**src/rtl/led_pkg.sv**
```systemverilog
// Shared types and constants for the LED request arbiter and related status logic.
package led_pkg;

    typedef enum logic [1:0] {
        IDLE = 2'd0,
        SHOW = 2'd1,
        GAP  = 2'd2
    } state_t;

    localparam int LED_W          = 4;
    localparam int TICK_DIV_50MHZ = 5_000_000;
    localparam int MAX_REQ        = 8;

    // Index of the (single) set bit of a one-hot vector up to MAX_REQ wide.
    function automatic logic [2:0] onehot_to_idx(input logic [MAX_REQ-1:0] oh);
        logic [2:0] idx;
        idx = '0;
        for (int i = 0; i < MAX_REQ; i++) begin
            if (oh[i]) idx = 3'(i);
        end
        return idx;
    endfunction

endpackage

```
**src/rtl/rr_pick.sv**
```systemverilog
// Combinational round-robin search: first set request strictly after `last`,
// wrapping modulo N_REQ, returned one-hot with a valid flag.
module rr_pick #(
    parameter int N_REQ = 4,
    parameter int IDX_W = $clog2(N_REQ)
) (
    input  logic [N_REQ-1:0] req,
    input  logic [IDX_W-1:0] last,
    output logic [N_REQ-1:0] pick,
    output logic             valid
);

    logic [IDX_W-1:0] sel;

    always_comb begin
        pick  = '0;
        valid = 1'b0;
        sel   = '0;
        for (int unsigned off = 1; off <= N_REQ; off++) begin
            sel = IDX_W'((32'(last) + off) % N_REQ);
            if (!valid && req[sel]) begin
                pick[sel] = 1'b1;
                valid     = 1'b1;
            end
        end
    end

endmodule

```
**src/rtl/led_req_arbiter.sv**
```systemverilog
// Round-robin owner of the shared LED flasher: grants one status requester at a
// time for a tick-quantised display window, followed by a dark gap.
module led_req_arbiter
    import led_pkg::*;
#(
    parameter int N_REQ      = 4,
    parameter int TICK_DIV   = TICK_DIV_50MHZ,
    parameter int HOLD_TICKS = 10,
    parameter int MAX_TICKS  = 30,
    parameter int GAP_TICKS  = 2
) (
    input  logic                   sys_clk,
    input  logic                   rst_n,
    input  logic [N_REQ-1:0]       req,
    input  logic [LED_W*N_REQ-1:0] pattern,
    output logic [N_REQ-1:0]       grant,
    output logic                   flash_vaild,
    output logic [LED_W-1:0]       led_mask,
    output logic                   busy
);

    localparam int IDX_W  = $clog2(N_REQ);
    localparam int TCNT_W = (TICK_DIV > 1) ? $clog2(TICK_DIV) : 1;
    // hcnt must also reach GAP_TICKS when the gap is longer than the max hold
    localparam int HSAT   = (MAX_TICKS > GAP_TICKS) ? MAX_TICKS : GAP_TICKS;
    localparam int HCNT_W = (HSAT > 0) ? $clog2(HSAT + 1) : 1;

    state_t            state;
    logic [TCNT_W-1:0] tcnt;
    logic [HCNT_W-1:0] hcnt;
    logic [HCNT_W-1:0] hcnt_inc;
    logic [IDX_W-1:0]  last;

    logic [N_REQ-1:0]  pick;
    logic              pick_valid;
    logic [LED_W-1:0]  pick_mask;

    logic tick;
    logic owner_req;
    logic other_req;
    logic hold_met;
    logic max_met;
    logic leave_show;
    logic leave_gap;

    function automatic logic [HCNT_W-1:0] sat_inc(input logic [HCNT_W-1:0] v);
        return (int'(v) >= HSAT) ? v : v + 1'b1;
    endfunction

    rr_pick #(
        .N_REQ (N_REQ),
        .IDX_W (IDX_W)
    ) u_rr_pick (
        .req   (req),
        .last  (last),
        .pick  (pick),
        .valid (pick_valid)
    );

    always_comb begin
        pick_mask = '0;
        for (int i = 0; i < N_REQ; i++) begin
            if (pick[i]) pick_mask = pick_mask | LED_W'(pattern >> (LED_W * i));
        end
    end

    assign tick      = (tcnt == TCNT_W'(TICK_DIV - 1));
    assign hcnt_inc  = sat_inc(hcnt);
    assign owner_req = |(req & grant);
    assign other_req = |(req & ~grant);
    assign hold_met  = int'(hcnt_inc) >= HOLD_TICKS;
    assign max_met   = int'(hcnt_inc) >= MAX_TICKS;

    // Decisions use the tick being completed, so hcnt_inc is the post-tick count.
    assign leave_show = tick && hold_met && (!owner_req || (max_met && other_req));
    assign leave_gap  = (GAP_TICKS == 0) || (tick && int'(hcnt_inc) >= GAP_TICKS);

    always_ff @(posedge sys_clk or negedge rst_n) begin
        if (!rst_n) begin
            state       <= IDLE;
            tcnt        <= '0;
            hcnt        <= '0;
            last        <= IDX_W'(N_REQ - 1);
            grant       <= '0;
            flash_vaild <= 1'b0;
            led_mask    <= '0;
            busy        <= 1'b0;
        end else begin
            case (state)
                IDLE: begin
                    tcnt <= '0;
                    hcnt <= '0;
                    if (pick_valid) begin
                        state       <= SHOW;
                        grant       <= pick;
                        last        <= IDX_W'(onehot_to_idx(MAX_REQ'(pick)));
                        led_mask    <= pick_mask;
                        flash_vaild <= 1'b1;
                        busy        <= 1'b1;
                    end
                end
                SHOW: begin
                    tcnt <= tick ? '0 : tcnt + 1'b1;
                    if (leave_show) begin
                        state       <= GAP;
                        hcnt        <= '0;
                        grant       <= '0;
                        led_mask    <= '0;
                        flash_vaild <= 1'b0;
                    end else if (tick) begin
                        hcnt <= hcnt_inc;
                    end
                end
                GAP: begin
                    tcnt <= tick ? '0 : tcnt + 1'b1;
                    if (leave_gap) begin
                        state <= IDLE;
                        tcnt  <= '0;
                        hcnt  <= '0;
                        busy  <= 1'b0;
                    end else if (tick) begin
                        hcnt <= hcnt_inc;
                    end
                end
                default: state <= IDLE;
            endcase
        end
    end

endmodule

```
**config.mk**
```make
export PLATFORM = sky130hd
export DESIGN_NAME = led_req_arbiter
export DESIGN_NICKNAME = d
export VERILOG_FILES = /design/src/rtl/led_pkg.sv /design/src/rtl/rr_pick.sv /design/src/rtl/led_req_arbiter.sv
export SDC_FILE = /design/constraint.sdc
export NUM_CORES = 1
export LEC_CHECK = 0
export ABC_AREA = 1
export BUFFER_PORTS_ARGS = -buffer_cell sky130_fd_sc_hd__clkbuf_2
export CAP_MARGIN = 25
export CORE_ASPECT_RATIO = 1.2
export CORE_MARGIN = 5
export CORE_UTILIZATION = 28
export DETAILED_ROUTE_END_ITERATION = 8
export GPL_TIMING_DRIVEN = 0
export PLACE_DENSITY = 0.56
export SETUP_SLACK_MARGIN = 0.4
export SYNTH_ARGS = -nofsm -noshare
export SYNTH_HDL_FRONTEND = slang
export SYNTH_SLANG_ARGS = --single-unit
```
**constraint.sdc**
```tcl
create_clock -name sys_clk -period 3.2 [get_ports sys_clk]
set_input_delay 0.32 -clock sys_clk [delete_from_list [all_inputs] [get_ports sys_clk]]
set_output_delay 0.32 -clock sys_clk [all_outputs]
set_load 0.02 [all_outputs]
```
* Word-level counts from Yosys, hierarchy flattened
Index checks and enable logic that the tools add are counted.
Storage, ports and cells: bits in registers 42, input port bits 22
Cells by class: $add $sub $neg 6, $lt $le $gt $ge 12, equality and inequality tests 6, muxes and demuxes 53, bitwise logic cells 9, reduce and logical (&&, ||, !) cells 26
Operator list (count):
- 23-bit case mux with 3 select lines | 1
- 23-bit two-way mux | 2
- 4-bit two-way mux | 11
- 4-bit OR | 6
- 23-bit by 1-bit adder with 23-bit output (second input constant) | 1
- 23-bit equality test (second input constant) | 1
- 5-bit two-way mux | 4
- 1-bit two-way mux | 16
- 4-bit case mux with 2 select lines | 2
- 5-bit case mux with 3 select lines | 1
- 2-bit by 3-bit < comparator with 1-bit output (second input constant) | 4
- 1-bit logical AND | 11
- 5-bit greater-or-equal comparator (second input constant) | 2
- 2-bit two-way mux | 5
- 3-bit AND reduction | 3
- 4-bit bitwise AND | 2
- 1-bit binary-select mux with 2-bit select | 4
- 1-bit demux with 2-bit select | 4
- 2-bit by 1-bit greater-or-equal comparator with 1-bit output (second input constant) | 4
- 4-bit OR reduction | 2
- 2-bit inequality test (second input constant) | 3
- 2-bit case mux with 3 select lines | 1
- 5-bit by 1-bit adder with 5-bit output (second input constant) | 1
- 5-bit by 2-bit greater-or-equal comparator with 1-bit output (second input constant) | 1
- other kinds (13) | 20

* Longest topological paths before layout
Gate-level depths: netlist (run 1).
word-level depth 22, gate-level depth with buffers 14, depth with buffers taken out 14

* By module
From an unflattened synthesis (run 1), not the netlist that was laid out.
Unflattened totals: cell total of the unflattened synthesis 499, area total of the unflattened synthesis 3301.9 um2
By module, submodules not included:
- led_req_arbiter | instances 1, cells each 419, area each 2850.2 um2, sequential area each 1053.5 um2
- rr_pick | instances 1, cells each 80, area each 451.7 um2, sequential area each 0.0 um2

* Worst setup path before layout (run 1)
OpenSTA, ideal clock, no wires.
path type reg-to-reg, start reg last[0], end reg led_mask[0], library setup time 0.120 ns, arrival time 1.954 ns, data required time 3.080 ns, slack 1.125 ns, stages on the path, launching flop included 14, buffers on the path 0, period minus slack after synthesis 2.075 ns, cell sequence dfstp_2 inv_2 ha_1 inv_1 nand3_2 nand2_4 nand3_1 nor2_1 nor2_1 nand2_2 nand2_1 nand2_1 o21ai_1 nand2_1
Between the ends: longest elaborated chain between the ends 22, elaborated cells on any way between the ends 60, classes of those cells add/sub (4); order compare (8); eq/ne (1); mux (30); bitwise (6); reduce/logical (11)
RTL lines:
- start, declared | line led_req_arbiter.sv:32 | logic [IDX_W-1:0] last;
- start signal, assigned | line led_req_arbiter.sv:83 | last <= IDX_W'(N_REQ - 1);
- start signal, assigned | line led_req_arbiter.sv:96 | last <= IDX_W'(onehot_to_idx(MAX_REQ'(pick)));
- parallel branches: the longest is 22 deep, another holds 2-bit by 3-bit < comparator with 1-bit output
- end signal, assigned | line led_req_arbiter.sv:97 | led_mask <= pick_mask;
- end, declared | line led_req_arbiter.sv:18 | output logic [LED_W-1:0] led_mask,
Parallel ways; which one is timed is not known. The select of a mux whose other input is x is not followed. A chain may end at the register's enable or synchronous reset.

* Worst setup path after layout (run 1)
start reg last[0], end reg led_mask[2]
Same word-level chain as after synthesis.

==> metrics, run 1 <==
post-synthesis sequential area ratio=0.349; postcts setup bufs=0; number of buffers created by CTS=5; status=finished clean; Mapped Area=3020 um2; diodes inserted=0; Sw Pwr=1.30 mW; vias per inst=4.76; Primary FF master, synth=dfrtp_1; DP Wirelength=5780 um; Clock Skews=0.00572 ns; CP startpoint=last[0]; CTS sink count=42; register-to-register setup slack=0.73 ns; Final Hold Fails=0; Setup CP Type=register to register; Setup Slack @ Placement=0.704 ns; vias in the first global route=2852; Gates resized, CTS repair=0; maxcap violations=0; r2r endpoint=led_mask[2]; Critical R2R Launch=last[0]; antenna violations before repair=0; pins over their slew limit=0; crit share post-route=0.773; Worst-Skew Late Latency=0.28 ns; Clock Power Share=0.239; grt met2 use=0.210; gr usage total=0.120; synthesized instance count=440; routing usage on met1=0.150; slew margin rel.=0.605; Root Driver=clkbuf_16; syn_nets=475; Final Util=0.338; crit path DAT=2.65 ns; final setup margin=0.727 ns; layout cells sized above 1=0.144; post-synth cell types=36; min cycle time layout=2.47 ns; number of synthesized flops with an enable pin=0; Die Y=124 um; Pleak=1.78 nW; GR peak layer=met2; Port Buffer Count=31; Comb power frac=0.511; antenna viol nets, final=0; GR met3 Demand/Resource=0.0280; area delta synth->final=18.0%; Slowest-stage cell, CP=dfstp_2; die area=13000 um2; drt pass-1 iters=4; Cell Chain, Critical Path=inv_2 -> ha_1 -> inv_1 -> nand3_2 -> nand2_4 -> nand3_1 -> nor2_1 -> nor2_1 -> nand2_1 -> nand2_1 -> nand2_1 -> o21ai_1 -> nand2_1; fmax=0.404 GHz; DR WL/cell=12.3 um; # DRC=0; CP Max Fanout=10; CTS Buffer Depth=2; Synth Register Bits=42; hold buffer count at cts=0; htree depth=2; Final Setup Violations=0; Int Pwr=1.55 mW; Initial DRC Count=119; Worst Path Required=3.37 ns; worst min path class=input port to async pin; RSZ-0062 raised after global routing=false; hold slack=0.0291 ns; Ys Warns=0; Crit path top cell by count=nand2_1; Ports=32; Syn Area/Cell=6.85 um2; GR Overflow Total=0; Die Wd=105 um; final setup TNS=0 ns; Sw Ratio=0.455; DR vias=2899; nets=514; Core ar.=10500 um2; Synth area leaders=dfrtp_1 (33%), nand2_1 (18%), inv_1 (7.0%), nand3_1 (6.8%), ha_1 (5.4%); critical path launch point type=register; area leader, netlist=dfrtp_1; final wirelength=7460 um; Reg clk slew, reported paths=0.06 ns; largest net degree at the start of global routing=23; Power Density=800 nW/um2; CTS tree=built; Synth async-reset ratio=1.00; crit end category=register; Tot Pwr=2.85 mW; crit-path max cell delay=0.64 ns; Cell Rows=41; maximum vdd ir drop=0.000514 V; Synth top area share=0.332; share of power burned in registers=0.250; R2R cell count=13; worst-margin pin slew=0.592 ns; first-pass GRT wire length=13000 um; gp weighted congestion=0.890; Initial Util=0.287
[layout make-up]
type                    count  area [um2]
fillers                  1118        6960
multi-input cells         336        1730
flip-flops and latches     42        1050
inverters                  57         214
repair buffers             32         183
well taps                 129         161
clock buffers               6         139
clock inverters             2        60.1
plain buffers               5        22.5
[power by group through the flow]
stage	logic, mW	registers [mW]	clock network [mW]
after floorplan	1.04	0.757	0
after global placement	1.44	0.724	0
after detailed placement	1.48	0.721	0
after CTS	1.48	0.714	0.691
after global routing	1.66	0.726	0.715
final	1.45	0.712	0.681
[cells by family (layout without fill, tap and decap cells)]
group           after synthesis  after routing  share of synthesized area
fa+ha+maj                    13             13                     0.0539
buf+inv                      62            102                     0.0784
xor+xnor                      8              8                     0.0232
compound gates               54             54                      0.104
simple gates                261            261                      0.391
flops                        42             42                      0.349
[how the worst max path moves through the flow]
stage | to | slack, ns | cells after the start
floorplan | led_mask[0] | 1.13 | 13
global placement | led_mask[2] | 0.77 | 13
detailed placement | led_mask[2] | 0.70 | 13
CTS | led_mask[2] | 0.70 | 13
global route | led_mask[3] | 0.51 | 13
finish | led_mask[2] | 0.73 | 13
[stage by stage]
step	area [um2]	std cells
after global routing	3560	609
after floorplan	3020	440
after CTS	3560	609
final	3560	609
after detailed placement	3360	601
after global placement	3330	600
[cell usage after synthesis (6+ instances only)]
cell,instances
nand2_1,142
inv_1,56
nand3_1,41
nor2_1,41
dfrtp_1,40
o21ai_0,22
ha_1,13
nand4_1,12
o22ai_1,9
nand2_2,8
o21ai_1,8
xor2_1,6
[registers in the layout (all words and copies together), names as in the netlist]
name,count
tcnt,23
busy,1
hcnt,5
state,2
grant,4
flash_vaild,1
led_mask,4
last,2
[layout by cell type (no fill, tap or decap), drive strengths merged]
cell     netlist  routed
o22ai          9       9
dfrtp         40      40
inv           57      57
o21ai         31      31
xnor2          2       2
dfstp          2       2
clkbuf         2      39
o221ai         1       1
a22o           1       1
bufinv         0       2
nor4           4       4
o211ai         2       2
nor3           1       1
nand2        153     153
nand3b         1       1
nand3         44      44
xor2           6       6
nor2          44      44
a22oi          2       2
a211oi         1       1
o21a           1       1
a21oi          5       5
o2111ai        1       1
nand4         12      12
ha            13      13
buf            3       4
or2            2       2
[per-layer routing]
layer / wire length, um / vias up
met4: 51 / 0
li1: - / 1501
met5: 0 / -
met2: 3630 / 71
met3: 359 / 4
met1: 3420 / 1323
[critical path: cells and delay by family, from the launching register on]
| kind | cells | cell delay, ns |
|---|---|---|
| AO/OA/AOI/OAI | 1 | 0.14 |
| AND/OR/NAND/NOR | 9 | 0.96 |
| adder cells (fa/ha/maj) | 1 | 0.38 |
| buffers and inverters | 2 | 0.23 |
| flip-flops | 1 | 0.64 |
No activity file was read; power rests on OpenSTA's default activity.
==> run 2, diff against run 1 <==
--- a/config.mk
+++ b/config.mk
@@ -13,7 +13,7 @@
 export CORE_UTILIZATION = 28
 export DETAILED_ROUTE_END_ITERATION = 8
 export GPL_TIMING_DRIVEN = 0
-export PLACE_DENSITY = 0.56
+export PLACE_DENSITY = 0.58
 export SETUP_SLACK_MARGIN = 0.4
 export SYNTH_ARGS = -nofsm -noshare
 export SYNTH_HDL_FRONTEND = slang
==> constraint.sdc (replaced) <==
create_clock -name sys_clk -period 2.21 [get_ports sys_clk]
set_input_delay 0.221 -clock sys_clk [delete_from_list [all_inputs] [get_ports sys_clk]]
set_output_delay 0.221 -clock sys_clk [all_outputs]
set_load 0.02 [all_outputs]
==> run 2 against run 1 <==
Die area stayed put; clock skew rose by 0.0045 ns; clock-buffer cell count is 1 higher; global-route usage is 1.2 points higher; fmax increased by 23%; critical path depth decreased by 1; routed wire length up 23%; highest routed layer unchanged; combinational power is 100% higher; largest cell class unchanged.
==> metrics, run 2 (synthesis results as in run 1) <==
layout cells sized above 1=0.394; vias per inst=4.89; dpl cells=601; worst-margin pin slew=0.581 ns; Die Y=124 um; area delta synth->final=46.9%; Tot Pwr=4.84 mW; DR vias=3234; first-pass GRT wire length=14400 um; placed instance area=3390 um2; Cell Rows=41; nets=567; crit end category=register; Clock Skews=0.0103 ns; RSZ-0062 raised after global routing=true; status=finished clean; die area=13000 um2; final setup TNS=0 ns; antenna violations before repair=0; largest net degree at the start of global routing=33; crit path to=grant[2]; CTS sink count=42; Worst Path Required=2.43 ns; GR Overflow Total=0; Regs by FF count=tcnt: 23 flops, hcnt: 5 flops; fmax=0.496 GHz; pins over their slew limit=0; htree depth=2; drt pass-1 iters=4; Setup CP Type=register to register; DR WL/cell=13.8 um; gr usage total=0.132; min cycle time layout=2.02 ns; critical path launch point type=register; Finished Layout Cells=662; Port Buffer Count=31; Final Setup Violations=0; Initial Util=0.287; register-to-register setup slack=0.19 ns; CP Max Fanout=6; Core ar.=10500 um2; Setup Slack @ Placement=-0.000919 ns; post-route cell area=4430 um2; most frequent cells in the layout=nand2_1 (115), buf_4 (44), inv_1 (41); # DRC=0; crit share post-route=0.913; diodes inserted=0; slew margin rel.=0.609; final setup margin=0.193 ns; crit path DAT=2.23 ns; gp weighted congestion=0.919; Initial DRC Count=116; commonest non-fill, non-tap cell in the layout=nand2_1; r2r endpoint=grant[2]; Ports=32; Pleak=2.15 nW; CTS Buffer Depth=2; max reg flops=23; worst min path class=input port to register; Reg clk slew, reported paths=0.07 ns; vias in the first global route=3113; Critical R2R Launch=last[1]; Worst-Skew Late Latency=0.29 ns; Top reg by flops=tcnt; R2R cell count=12; Power Density=1090 nW/um2; number of buffers created by CTS=5; maxcap violations=0; final wirelength=9160 um; Die Wd=105 um; Final Hold Fails=0; DP Wirelength=5640 um; antenna viol nets, final=0; CTS tree=built; CP startpoint=last[1]; Root Driver=clkbuf_16; maximum vdd ir drop=0.00103 V
[run 2: changes by cell type in the layout (fill, tap and decap cells not counted), moves of 10 or more]
| cell | previous run | this run |
|---|---|---|
| nand3_2 | 2 | 14 |
| nor2_1 | 41 | 24 |
| nand2_1 | 142 | 115 |
| nand3_1 | 41 | 24 |
| inv_2 | 1 | 11 |
| nand2_4 | 3 | 16 |
| inv_1 | 56 | 41 |
| nand2_2 | 8 | 22 |
| buf_4 | 0 | 44 |
[run 2: worst min path at each step]
stage	start	to	slack, ns	depth (start not counted)
global placement	tcnt[20]	tcnt[20]	0.46	2
CTS	pattern[13]	led_mask[1]	0.23	5
floorplan	rst_n	busy	-0.07	0
finish	pattern[11]	led_mask[3]	0.23	5
global route	pattern[12]	led_mask[0]	0.27	5
detailed placement	rst_n	tcnt[9]	0.13	1
[run 2: area by class of cell]
cell class,count,area (um2)
Inverter,57,229
Tap cell,129,161
Clock buffer,7,143
Buffer,5,33.8
Multi-Input combinational cell,337,2180
Timing Repair Buffer,84,594
Sequential cell,42,1060
Clock inverter,1,30.0
Fill cell,1027,6090
[run 2: metrics by stage]
| stage | hold slack, ns | util |
|---|---|---|
| finish | 0.232 | 0.421 |
| global route | 0.267 | 0.421 |
| CTS | 0.235 | 0.378 |
| detailed placement | 0.130 | 0.322 |
| global placement | 0.460 | 0.320 |
| floorplan | -0.0746 | - |
[run 2: worst max-delay path, stage by stage, from the launching register on]
cell and delay, ns:
dfstp_2 0.56, inv_4 0.05, ha_4 0.25, inv_4 0.07, nand3_4 0.10, nand2_8 0.12
nand2_4 0.05, nor2_4 0.23, nand3_4 0.13, o21a_4 0.16, nand2_4 0.09, nand2_1 0.06
o21ai_1 0.06
[run 2: per-layer routing]
layer,global-route usage,vias to the layer above,part of all wire
met3,0.0218,13,0.034
met2,0.236,71,0.54
li1,-,1621,-
met4,0.0304,0,0.014
met5,0,-,0
met1,0.167,1529,0.42
[run 2: where the power goes]
group	internal [mW]	switching (mW)	total [mW]
combinational	1.06	1.89	2.95
clock	0.565	0.307	0.872
sequential	0.912	0.110	1.02
[run 2: what timing repair did]
action / CTS / global route
pin swaps: 33 / 52
setup buffers: 34 / 17
endpoints found under the setup margin: 40 / 42
gates resized for setup: 40 / 101
gates cloned: 1 / 0
hold endpoints to repair: 10 / 0
hold buffers: 1 / 0
